<file path="src/rtl/netlist_vec_pkg.sv">
// Shared types and the Galois step used by both the pattern LFSR and the
// signature MISR of the netlist vector driver.
package netlist_vec_pkg;

  typedef enum logic [2:0] {
    ST_IDLE,
    ST_LOAD,
    ST_APPLY,
    ST_SETTLE,
    ST_CAPTURE,
    ST_DONE
  } state_t;

  localparam logic [15:0] DEFAULT_POLY = 16'hB400;
  localparam int          GSTEP_MAX_W  = 32;

  // Right-shifting Galois step; w selects the live register width (<= GSTEP_MAX_W).
  function automatic logic [GSTEP_MAX_W-1:0] galois_step(
    input logic [GSTEP_MAX_W-1:0] r,
    input logic [GSTEP_MAX_W-1:0] poly,
    input int unsigned            w
  );
    logic [GSTEP_MAX_W-1:0] mask;
    mask = ~({GSTEP_MAX_W{1'b1}} << w);
    return ((r >> 1) ^ (r[0] ? poly : '0)) & mask;
  endfunction

endpackage

</file>
<file path="src/rtl/netlist_vec_driver_galois_reg.sv">
// Width-generic Galois shift register with parallel load and an XOR-in port,
// so one body serves both as pattern generator and as signature compactor.
module galois_reg
  import netlist_vec_pkg::*;
#(
  parameter int           W       = 16,
  parameter logic [W-1:0] POLY    = W'(DEFAULT_POLY),
  parameter logic [W-1:0] RST_VAL = '0
) (
  input  logic         clk,
  input  logic         rst_n,
  input  logic         load,
  input  logic [W-1:0] load_val,
  input  logic         step_en,
  input  logic [W-1:0] xor_in,
  output logic [W-1:0] q
);

  logic [W-1:0] q_reg;
  logic [W-1:0] step_next;

  assign step_next = W'(galois_step(GSTEP_MAX_W'(q_reg), GSTEP_MAX_W'(POLY), W)) ^ xor_in;

  // Load wins over step so a new run always starts from a known value.
  always_ff @(posedge clk or negedge rst_n) begin
    if (!rst_n) begin
      q_reg <= RST_VAL;
    end else if (load) begin
      q_reg <= load_val;
    end else if (step_en) begin
      q_reg <= step_next;
    end
  end

  assign q = q_reg;

endmodule

</file>
<file path="src/rtl/netlist_vec_driver.sv">
// LFSR stimulus / MISR response driver for small combinational netlists:
// apply a vector, wait a settle window, compact the response, compare to golden.
module netlist_vec_driver
  import netlist_vec_pkg::*;
#(
  parameter int                IN_W   = 14,
  parameter int                OUT_W  = 8,
  parameter int                LFSR_W = 16,
  parameter int                MISR_W = 16,
  parameter logic [LFSR_W-1:0] POLY   = LFSR_W'(DEFAULT_POLY),
  parameter int                SETTLE = 2,
  parameter int                CNT_W  = 16
) (
  input  logic              clk,
  input  logic              rst_n,
  input  logic              start,
  input  logic              abort,
  input  logic [LFSR_W-1:0] seed_i,
  input  logic [CNT_W-1:0]  num_vec_i,
  input  logic [MISR_W-1:0] golden_i,
  output logic [IN_W-1:0]   dut_in_o,
  input  logic [OUT_W-1:0]  dut_out_i,
  output logic              busy,
  output logic              done,
  output logic              pass_o,
  output logic [MISR_W-1:0] signature_o,
  output logic [CNT_W-1:0]  vec_cnt_o
);

  localparam int SC_W = (SETTLE > 1) ? $clog2(SETTLE) : 1;

  state_t state_reg, state_next;

  logic [IN_W-1:0]   dut_in_reg;
  logic [CNT_W-1:0]  vec_cnt_reg;
  logic [CNT_W-1:0]  num_reg;
  logic [SC_W-1:0]   settle_reg;
  logic              pass_reg;

  logic              load_en;
  logic              apply_en;
  logic              settle_inc;
  logic              cap_en;
  logic              done_int;
  logic              pass_upd;

  logic [LFSR_W-1:0] lfsr_q;
  logic [LFSR_W-1:0] lfsr_seed;
  logic [MISR_W-1:0] misr_q;
  logic [MISR_W-1:0] misr_xin;
  logic              lfsr_unused;

  genvar gi;

  // Zero-extend the DUT response onto the MISR width.
  generate
    for (gi = 0; gi < MISR_W; gi++) begin : g_xin
      if (gi < OUT_W) begin : g_bit
        assign misr_xin[gi] = dut_out_i[gi];
      end else begin : g_zero
        assign misr_xin[gi] = 1'b0;
      end
    end
  endgenerate

  // An all-zero seed would lock the LFSR at zero forever.
  assign lfsr_seed   = (seed_i == '0) ? LFSR_W'(1) : seed_i;
  assign lfsr_unused = ^lfsr_q;

  galois_reg #(
    .W       (LFSR_W),
    .POLY    (POLY),
    .RST_VAL (LFSR_W'(1))
  ) u_lfsr (
    .clk      (clk),
    .rst_n    (rst_n),
    .load     (load_en),
    .load_val (lfsr_seed),
    .step_en  (cap_en),
    .xor_in   ('0),
    .q        (lfsr_q)
  );

  galois_reg #(
    .W       (MISR_W),
    .POLY    (MISR_W'(POLY)),
    .RST_VAL ('0)
  ) u_misr (
    .clk      (clk),
    .rst_n    (rst_n),
    .load     (load_en),
    .load_val ('0),
    .step_en  (cap_en),
    .xor_in   (misr_xin),
    .q        (misr_q)
  );

  always_ff @(posedge clk or negedge rst_n) begin
    if (!rst_n) begin
      state_reg <= ST_IDLE;
    end else begin
      state_reg <= state_next;
    end
  end

  always_comb begin
    state_next = state_reg;
    load_en    = 1'b0;
    apply_en   = 1'b0;
    settle_inc = 1'b0;
    cap_en     = 1'b0;
    done_int   = 1'b0;
    pass_upd   = 1'b0;
    unique case (state_reg)
      ST_IDLE: begin
        if (start) state_next = ST_LOAD;
      end
      ST_LOAD: begin
        load_en    = 1'b1;
        state_next = (num_vec_i == '0) ? ST_DONE : ST_APPLY;
      end
      ST_APPLY: begin
        apply_en   = 1'b1;
        state_next = ST_SETTLE;
      end
      ST_SETTLE: begin
        settle_inc = 1'b1;
        if (settle_reg == SC_W'(SETTLE - 1)) state_next = ST_CAPTURE;
      end
      ST_CAPTURE: begin
        cap_en     = 1'b1;
        state_next = ((vec_cnt_reg + CNT_W'(1)) == num_reg) ? ST_DONE : ST_APPLY;
      end
      ST_DONE: begin
        done_int   = 1'b1;
        pass_upd   = 1'b1;
        state_next = ST_IDLE;
      end
      default: state_next = ST_IDLE;
    endcase
    // Abort freezes every register and suppresses the done pulse.
    if (abort && (state_reg != ST_IDLE)) begin
      state_next = ST_IDLE;
      load_en    = 1'b0;
      apply_en   = 1'b0;
      settle_inc = 1'b0;
      cap_en     = 1'b0;
      done_int   = 1'b0;
      pass_upd   = 1'b0;
    end
  end

  always_ff @(posedge clk or negedge rst_n) begin
    if (!rst_n) begin
      dut_in_reg  <= '0;
      vec_cnt_reg <= '0;
      num_reg     <= '0;
      settle_reg  <= '0;
      pass_reg    <= 1'b0;
    end else begin
      if (load_en) begin
        vec_cnt_reg <= '0;
        num_reg     <= num_vec_i;
        pass_reg    <= 1'b0;
      end
      if (apply_en) begin
        dut_in_reg <= lfsr_q[IN_W-1:0];
        settle_reg <= '0;
      end
      if (settle_inc) begin
        settle_reg <= settle_reg + SC_W'(1);
      end
      if (cap_en) begin
        vec_cnt_reg <= vec_cnt_reg + CNT_W'(1);
      end
      if (pass_upd) begin
        pass_reg <= (misr_q == golden_i);
      end
    end
  end

  assign dut_in_o    = dut_in_reg;
  assign busy        = (state_reg != ST_IDLE);
  assign done        = done_int;
  assign pass_o      = pass_reg;
  assign signature_o = misr_q;
  assign vec_cnt_o   = vec_cnt_reg;

endmodule

</file>
<file path="config.mk">
export PLATFORM = sky130hd
export DESIGN_NAME = netlist_vec_driver
export DESIGN_NICKNAME = d
export VERILOG_FILES = /design/src/rtl/netlist_vec_pkg.sv /design/src/rtl/netlist_vec_driver_galois_reg.sv /design/src/rtl/netlist_vec_driver.sv
export SDC_FILE = /design/constraint.sdc
export NUM_CORES = 1
export LEC_CHECK = 0
export CAP_MARGIN = 25
export CORE_ASPECT_RATIO = 1.4
export CORE_UTILIZATION = 45
export CTS_CLUSTER_DIAMETER = 30
export DETAILED_ROUTE_END_ITERATION = 12
export GPL_ROUTABILITY_DRIVEN = 0
export HOLD_SLACK_MARGIN = 0.03
export PLACE_DENSITY_LB_ADDON = 0.2
export SLEW_MARGIN = 25
export SYNTH_ARGS = -nofsm -noshare
export SYNTH_HDL_FRONTEND = slang
export SYNTH_SLANG_ARGS = --single-unit
</file>
<file path="constraint.sdc">
create_clock -name clk -period 2.6 [get_ports clk]
set_clock_uncertainty 0.05 [all_clocks]
set_input_delay 0.52 -clock clk [delete_from_list [all_inputs] [get_ports clk]]
set_output_delay 0.52 -clock clk [all_outputs]
set_load 0.01 [all_outputs]
</file>
Word-level counts from Yosys, hierarchy flattened
Cells that the tools add are included.
Word-level totals
  flip-flop bits (word level): 83
  input port bits: 60
  output and inout port bits: 49
  logic and storage cells: 60
Cells by class
  add/subtract/negate cells: 2
  eq/ne operators: 9
  mux-type cells: 29
  bitwise operators: 3
  reduce and logical (&&, ||, !) cells: 9
Operator list (count)
  2-to-1 mux 16 bit: 9
  == test 16 bit: 2
  logical NOT 16 bit: 2
  bitwise XOR 15 x 16 -> 16 bit: 2
  adder 16 x 1 -> 16 bit (second input constant): 1
  bitwise XOR 16 x 8 -> 16 bit: 1
  2-to-1 mux 3 bit: 5
  one-hot mux 3 bit (5 select lines): 1
  2-to-1 mux 1 bit: 14
  == test 3 x 2 -> 1 bit (second input constant): 2
  == test 3 bit (second input constant): 2
  != test 3 bit (second input constant): 2
  nonzero test 2 bit: 3
  == test 3 x 1 -> 1 bit (second input constant): 1
  logical NOT 3 bit: 1
  nonzero test 3 bit: 1
  AND reduction 2 bit: 1
  adder 1 bit (second input constant): 1
  logical AND 1 bit: 1

Longest topological paths before layout
  depth after elaboration: 5
  gate-level depth with buffers: 8
  mapped depth without buffers: 7

Cells and area by module
A second synthesis with hierarchy kept.
Second synthesis, totals
  cells, all modules: 506
  area, all modules: 5001.0 µm²
By module, submodules not included
  netlist_vec_driver: instances 1, cells each 320, area each 3138.0 µm², sequential area each 1276.2 µm²
  galois_reg (u_lfsr): instances 1, cells each 93, area each 932.1 µm², sequential area each 401.6 µm²
  galois_reg (u_misr): instances 1, cells each 93, area each 930.9 µm², sequential area each 400.4 µm²

Worst setup path after synthesis
No wires, ideal clock.
  kind: register to register
  from: register vec_cnt_reg[10], in the netlist vec_cnt_o[10]
  to: register state_reg[0]
  setup time: 0.095 ns
  arrival: 2.333 ns
  data required time: 2.455 ns
  path slack: 0.121 ns
  cell stages (with the launch flop): 8
  buffers on the path: 1
  clock period less this slack: 2.479 ns
  path through: dfrtp_1 clkbuf_1 nand4_1 or4_2 xnor2_1 a2111oi_2 o211ai_2 o31ai_1
Between the ends
  word-level cells in the longest chain between the ends: 5
Ends and longest elaborated chain
  start: declaration: line netlist_vec_driver.sv:35  | logic [CNT_W-1:0] vec_cnt_reg;
  start signal: assignment: line netlist_vec_driver.sv:174  | vec_cnt_reg <= vec_cnt_reg + CNT_W'(1);
  adder 16 x 1 -> 16 bit: line netlist_vec_driver.sv:132  | state_next = ((vec_cnt_reg + CNT_W'(1)) == num_reg) ? ST_DONE : ST_APPLY;
  == test 16 bit: line netlist_vec_driver.sv:132
  2-to-1 mux 3 bit: line netlist_vec_driver.sv:132
  one-hot mux 3 bit (5 select lines): line netlist_vec_driver.sv:114  | unique case (state_reg)
  2-to-1 mux 3 bit: line netlist_vec_driver.sv:142  | if (abort && (state_reg != ST_IDLE)) begin
  end signal: assignment: line netlist_vec_driver.sv:102  | state_reg <= state_next;
  end: declaration: line netlist_vec_driver.sv:32  | state_t state_reg, state_next;
Every way passes these cells.
A chain may end at the register's enable or synchronous reset.

Worst setup path in the final report
  from: input abort
  to: output done
Between the ends
  word-level cells in the longest chain between the ends: 2
Ends and longest elaborated chain
  start: declaration: line netlist_vec_driver.sv:17  | input logic abort,
  logical AND 1 bit: line netlist_vec_driver.sv:142
  2-to-1 mux 1 bit: line netlist_vec_driver.sv:142
  end: declaration: line netlist_vec_driver.sv:24  | output logic done,
Every way passes these cells.

==> run_summary.xml <==
<?xml version="1.0" encoding="UTF-8"?>
<metrics>
  <group name="drt">
    <metric name="met2_wirelength" unit="mm">6.209</metric>
    <metric name="routed_vias_inst" unit="">5.627</metric>
    <metric name="routed-via-count" unit="">3984</metric>
    <metric name="final_antenna_net_count" unit="">0</metric>
    <metric name="remaining_drc_errors" unit="">3</metric>
    <metric name="drt_iter0_markers" unit="">240</metric>
    <metric name="wl_met1" unit="mm">4.531</metric>
    <metric name="wl" unit="mm">11.74</metric>
    <metric name="detailroute.wirelength.met3" unit="µm">574</metric>
    <metric name="drt-pass1-iter-count" unit="">9</metric>
    <metric name="wl_per_cell" unit="µm">16.58</metric>
    <metric name="highest_layer" unit="">met4</metric>
  </group>
  <group name="sta">
    <metric name="max_clock_freq" unit="GHz">0.4024</metric>
    <metric name="grt_setup_unrepaired" unit="">false</metric>
    <metric name="timing_worst_slew_pin_value" unit="ns">0.8752</metric>
    <metric name="period_share" unit="%">95.59</metric>
    <metric name="final.setup.tns" unit="ns">0</metric>
    <metric name="min_period" unit="ns">2.485</metric>
    <metric name="report.final.slew_viol_count" unit="">0</metric>
    <metric name="worst_slack" unit="ns">0.1147</metric>
    <metric name="timing_hold_violations_final" unit="">0</metric>
    <metric name="max_slew_margin" unit="%">41.44</metric>
    <metric name="timing.final.setup_violations" unit="">0</metric>
    <metric name="final_hold_slack" unit="ns">0.09589</metric>
  </group>
  <group name="global_routing">
    <metric name="grt_start_max_net_pins" unit="">47</metric>
    <metric name="global_route.overflow_total" unit="">0</metric>
    <metric name="first_pass_grt_wire_length" unit="mm">19.38</metric>
    <metric name="initial_antenna_violation_count" unit="">0</metric>
    <metric name="globalRouteTotalUtil" unit="%">24.78</metric>
    <metric name="via_count_of_the_first_global_routing_pass" unit="">3965</metric>
  </group>
  <group name="worst_hold_path">
    <metric name="hold_path_class" unit="">in2async</metric>
  </group>
  <group name="synth">
    <metric name="synth_cell_type_count" unit="">47</metric>
    <metric name="ys_ff_latch" unit="">83</metric>
    <metric name="synth_area_per_cell" unit="µm²">9.116</metric>
    <metric name="synth_largest_type_area_fraction" unit="%">47.59</metric>
    <metric name="synth_edf_count" unit="">0</metric>
    <metric name="synth_seq_area_share" unit="%">48.20</metric>
    <metric name="count_of_mapped_cells_out_of_synthesis" unit="">473</metric>
    <metric name="synth-main-ff-cell" unit="">sky130_fd_sc_hd__dfrtp_1</metric>
    <metric name="synthesis.nets" unit="">534</metric>
    <metric name="synth_area" unit="mm²">0.004312</metric>
    <metric name="synth.top_cells.by_area" unit="">sky130_fd_sc_hd__dfrtp_1, sky130_fd_sc_hd__xnor2_1, sky130_fd_sc_hd__nand2_1</metric>
    <metric name="netlist.top_cell.by_area" unit="">sky130_fd_sc_hd__dfrtp_1</metric>
    <metric name="synth_async_sr_flop_share" unit="%">100.0</metric>
    <metric name="synth.yosys.warnings" unit="">0</metric>
  </group>
  <group name="floorplan">
    <metric name="rows" unit="">41</metric>
    <metric name="die_h" unit="µm">117.8</metric>
    <metric name="design.die.area" unit="mm²">0.009982</metric>
    <metric name="floorplan.initialDensity" unit="%">46.95</metric>
    <metric name="floorplan.core_area" unit="mm²">0.009183</metric>
    <metric name="die_x" unit="µm">84.73</metric>
    <metric name="design.portCount" unit="">109</metric>
  </group>
  <group name="critical_path">
    <metric name="ff2ff_setup_slack" unit="ns">0.18</metric>
    <metric name="cp_data_arrival_time" unit="ns">1.92</metric>
    <metric name="crit_path_max_fanout" unit="">2</metric>
    <metric name="setup.worst_path.end_class" unit="">output pin</metric>
    <metric name="cp_cell_sequence" unit="">clkdlybuf4s50_1 -&gt; or3b_2 -&gt; nor2_1 -&gt; dlygate4sd2_1</metric>
    <metric name="worst-r2r-cell-count" unit="">6</metric>
    <metric name="crit_slowest_cell" unit="">sky130_fd_sc_hd__or3b_2</metric>
    <metric name="criticalPathCategory" unit="">in2out</metric>
    <metric name="cp-start-kind" unit="">input port</metric>
    <metric name="rr_startpoint" unit="">vec_cnt_o[4]</metric>
    <metric name="timing.critical_path.required" unit="ns">2.03</metric>
    <metric name="cp_slowest_stage_delay" unit="ns">0.51</metric>
    <metric name="worst_r2r_endpoint" unit="">state_reg[2]</metric>
  </group>
  <group name="clock_tree">
    <metric name="clkSinkCount" unit="">83</metric>
    <metric name="cts_buffer_depth" unit="">2</metric>
    <metric name="cts_tree" unit="">built</metric>
    <metric name="cell_at_the_root_of_the_clock_tree" unit="">sky130_fd_sc_hd__clkbuf_16</metric>
    <metric name="cts_htree_levels" unit="">3</metric>
    <metric name="clkLatencyLatePin" unit="ns">0.33</metric>
    <metric name="numCtsBuffers" unit="">9</metric>
    <metric name="hold_buffers" unit="">0</metric>
    <metric name="post_cts_buffers" unit="">0</metric>
    <metric name="clkSlewWorstSetupHoldPaths" unit="ns">0.06</metric>
  </group>
  <group name="placement">
    <metric name="dp_hpwl" unit="mm">8.550</metric>
    <metric name="place_ws" unit="ns">-0.1485</metric>
    <metric name="port_buffer_cells" unit="">108</metric>
    <metric name="postPlaceCellArea" unit="mm²">0.005687</metric>
    <metric name="place_inst" unit="">692</metric>
  </group>
  <group name="power">
    <metric name="static_leakage" unit="nW">2.467</metric>
    <metric name="fin_total_pwr" unit="mW">4.907</metric>
    <metric name="power_per_cell_area" unit="mW/mm²">815.9</metric>
    <metric name="vdd_ir_drop_max" unit="mV">0.5571</metric>
  </group>
  <group name="final_layout">
    <metric name="n_fill_cell" unit="">771</metric>
    <metric name="finish.cell_count_without_fillers" unit="">708</metric>
    <metric name="design.final.nets" unit="">657</metric>
    <metric name="postLayoutCoreUtil" unit="%">65.50</metric>
    <metric name="multi_input_area" unit="mm²">0.002120</metric>
    <metric name="n_antenna_cell" unit="">0</metric>
    <metric name="ff_latch_area" unit="mm²">0.002079</metric>
    <metric name="post-route-cell-area" unit="mm²">0.006015</metric>
    <metric name="final_layout_size_suffix_gt1_share" unit="%">12.48</metric>
    <metric name="syn_to_final_growth" unit="%">39.50</metric>
  </group>
  <group name="status">
    <metric name="outcome" unit="">finished, violations left</metric>
    <metric name="violated_checks" unit="">design-rule violations</metric>
  </group>
  <group name="job">
    <metric name="max_cap_viol_count" unit="">0</metric>
  </group>
</metrics>
==> what timing repair did <==
| item | CTS | global route |
|---|---|---|
| hold endpoints to repair | 0 | 0 |
| gates resized for setup | 1 | 2 |
| gates cloned | 0 | 0 |
| endpoints found under the setup margin | 1 | 2 |
==> power breakdown <==
| part | total, mW | internal (mW) | switching (mW) |
|---|---|---|---|
| sequential | 1.99 | 1.67 | 0.315 |
| combinational | 1.54 | 0.825 | 0.719 |
| clock | 1.38 | 0.847 | 0.528 |
| total | 4.91 | 3.35 | 1.56 |
==> worst max-delay path by stage <==
stage                              from           end  slack, ns  depth (start not counted)
after floorplan           vec_cnt_o[10]  state_reg[0]       0.12                          7
after detailed placement          abort          done      -0.15                          4
final                             abort          done       0.11                          4
after global placement            abort          done      -0.12                          4
after CTS                  vec_cnt_o[0]  state_reg[2]       0.11                          6
after global routing       vec_cnt_o[4]  state_reg[2]       0.05                          6
==> area by class of cell <==
type	instances	share of cell area (%)
multi-input combinational	359	35.24
sequential	83	34.57
timing repair buffer	137	22.16
clock buffer	9	3.745
tap	107	2.226
clock inverter	7	1.685
inverter	6	0.3745
==> layer usage <==
layer	up-vias	track usage (%)
met2	149	43.04
met5	-	0
li1	1892	-
met4	0	12.82
met3	33	4.698
met1	1910	28.74
==> critical path: cells and delay by family <==
| kind | cells | cell delay [ns] |
|---|---|---|
| AND/OR/NAND/NOR | 2 | 0.62 |
| buffers and inverters | 2 | 0.78 |
==> synth_stat cells (2+ instances only) <==
library cell	n
sky130_fd_sc_hd__nor3_1	4
sky130_fd_sc_hd__dfrtp_1	82
sky130_fd_sc_hd__nor2b_1	4
sky130_fd_sc_hd__nor2_1	47
sky130_fd_sc_hd__nand3_1	23
sky130_fd_sc_hd__buf_1	4
sky130_fd_sc_hd__o22ai_1	14
sky130_fd_sc_hd__a41oi_1	2
sky130_fd_sc_hd__inv_1	6
sky130_fd_sc_hd__xnor2_1	43
sky130_fd_sc_hd__nor3b_1	2
sky130_fd_sc_hd__xor2_1	6
sky130_fd_sc_hd__a21oi_1	14
sky130_fd_sc_hd__nand2_1	85
sky130_fd_sc_hd__nand2b_1	2
sky130_fd_sc_hd__a31oi_1	5
sky130_fd_sc_hd__or3_1	4
sky130_fd_sc_hd__and2_1	2
sky130_fd_sc_hd__mux2_2	14
sky130_fd_sc_hd__nand4_1	10
sky130_fd_sc_hd__a21boi_0	2
sky130_fd_sc_hd__o41ai_1	3
sky130_fd_sc_hd__o31ai_1	5
sky130_fd_sc_hd__buf_2	3
sky130_fd_sc_hd__clkbuf_1	18
sky130_fd_sc_hd__o22a_1	2
sky130_fd_sc_hd__nor4_1	10
sky130_fd_sc_hd__o21ai_0	38
==> layout by cell type (no fill, tap or decap), types with 9 or more instances in the layout <==
cell | synthesis | layout
sky130_fd_sc_hd__clkdlybuf4s50_1 | 0 | 106
sky130_fd_sc_hd__nand2_1 | 85 | 84
sky130_fd_sc_hd__dfrtp_1 | 82 | 81
sky130_fd_sc_hd__nor2_1 | 47 | 47
sky130_fd_sc_hd__xnor2_1 | 43 | 43
sky130_fd_sc_hd__o21ai_0 | 38 | 38
sky130_fd_sc_hd__buf_4 | 0 | 27
sky130_fd_sc_hd__nand3_1 | 23 | 23
sky130_fd_sc_hd__o22ai_1 | 14 | 14
sky130_fd_sc_hd__a21oi_1 | 14 | 14
sky130_fd_sc_hd__mux2_2 | 14 | 14
sky130_fd_sc_hd__nor4_1 | 10 | 10
sky130_fd_sc_hd__nand4_1 | 10 | 10
sky130_fd_sc_hd__clkbuf_16 | 0 | 9
==> cell families after synthesis <==
logic type,Yosys count,synth area share [%]
adders and majority gates,1,0.2901
xor gates and xnor gates,49,9.954
buffers and inverters,31,2.785
muxes,14,3.656
AOI/OAI and AO/OA,92,13.03
and+or+nand+nor,203,22.08
DFF,83,48.20
No activity file was read; power rests on OpenSTA's default activity.
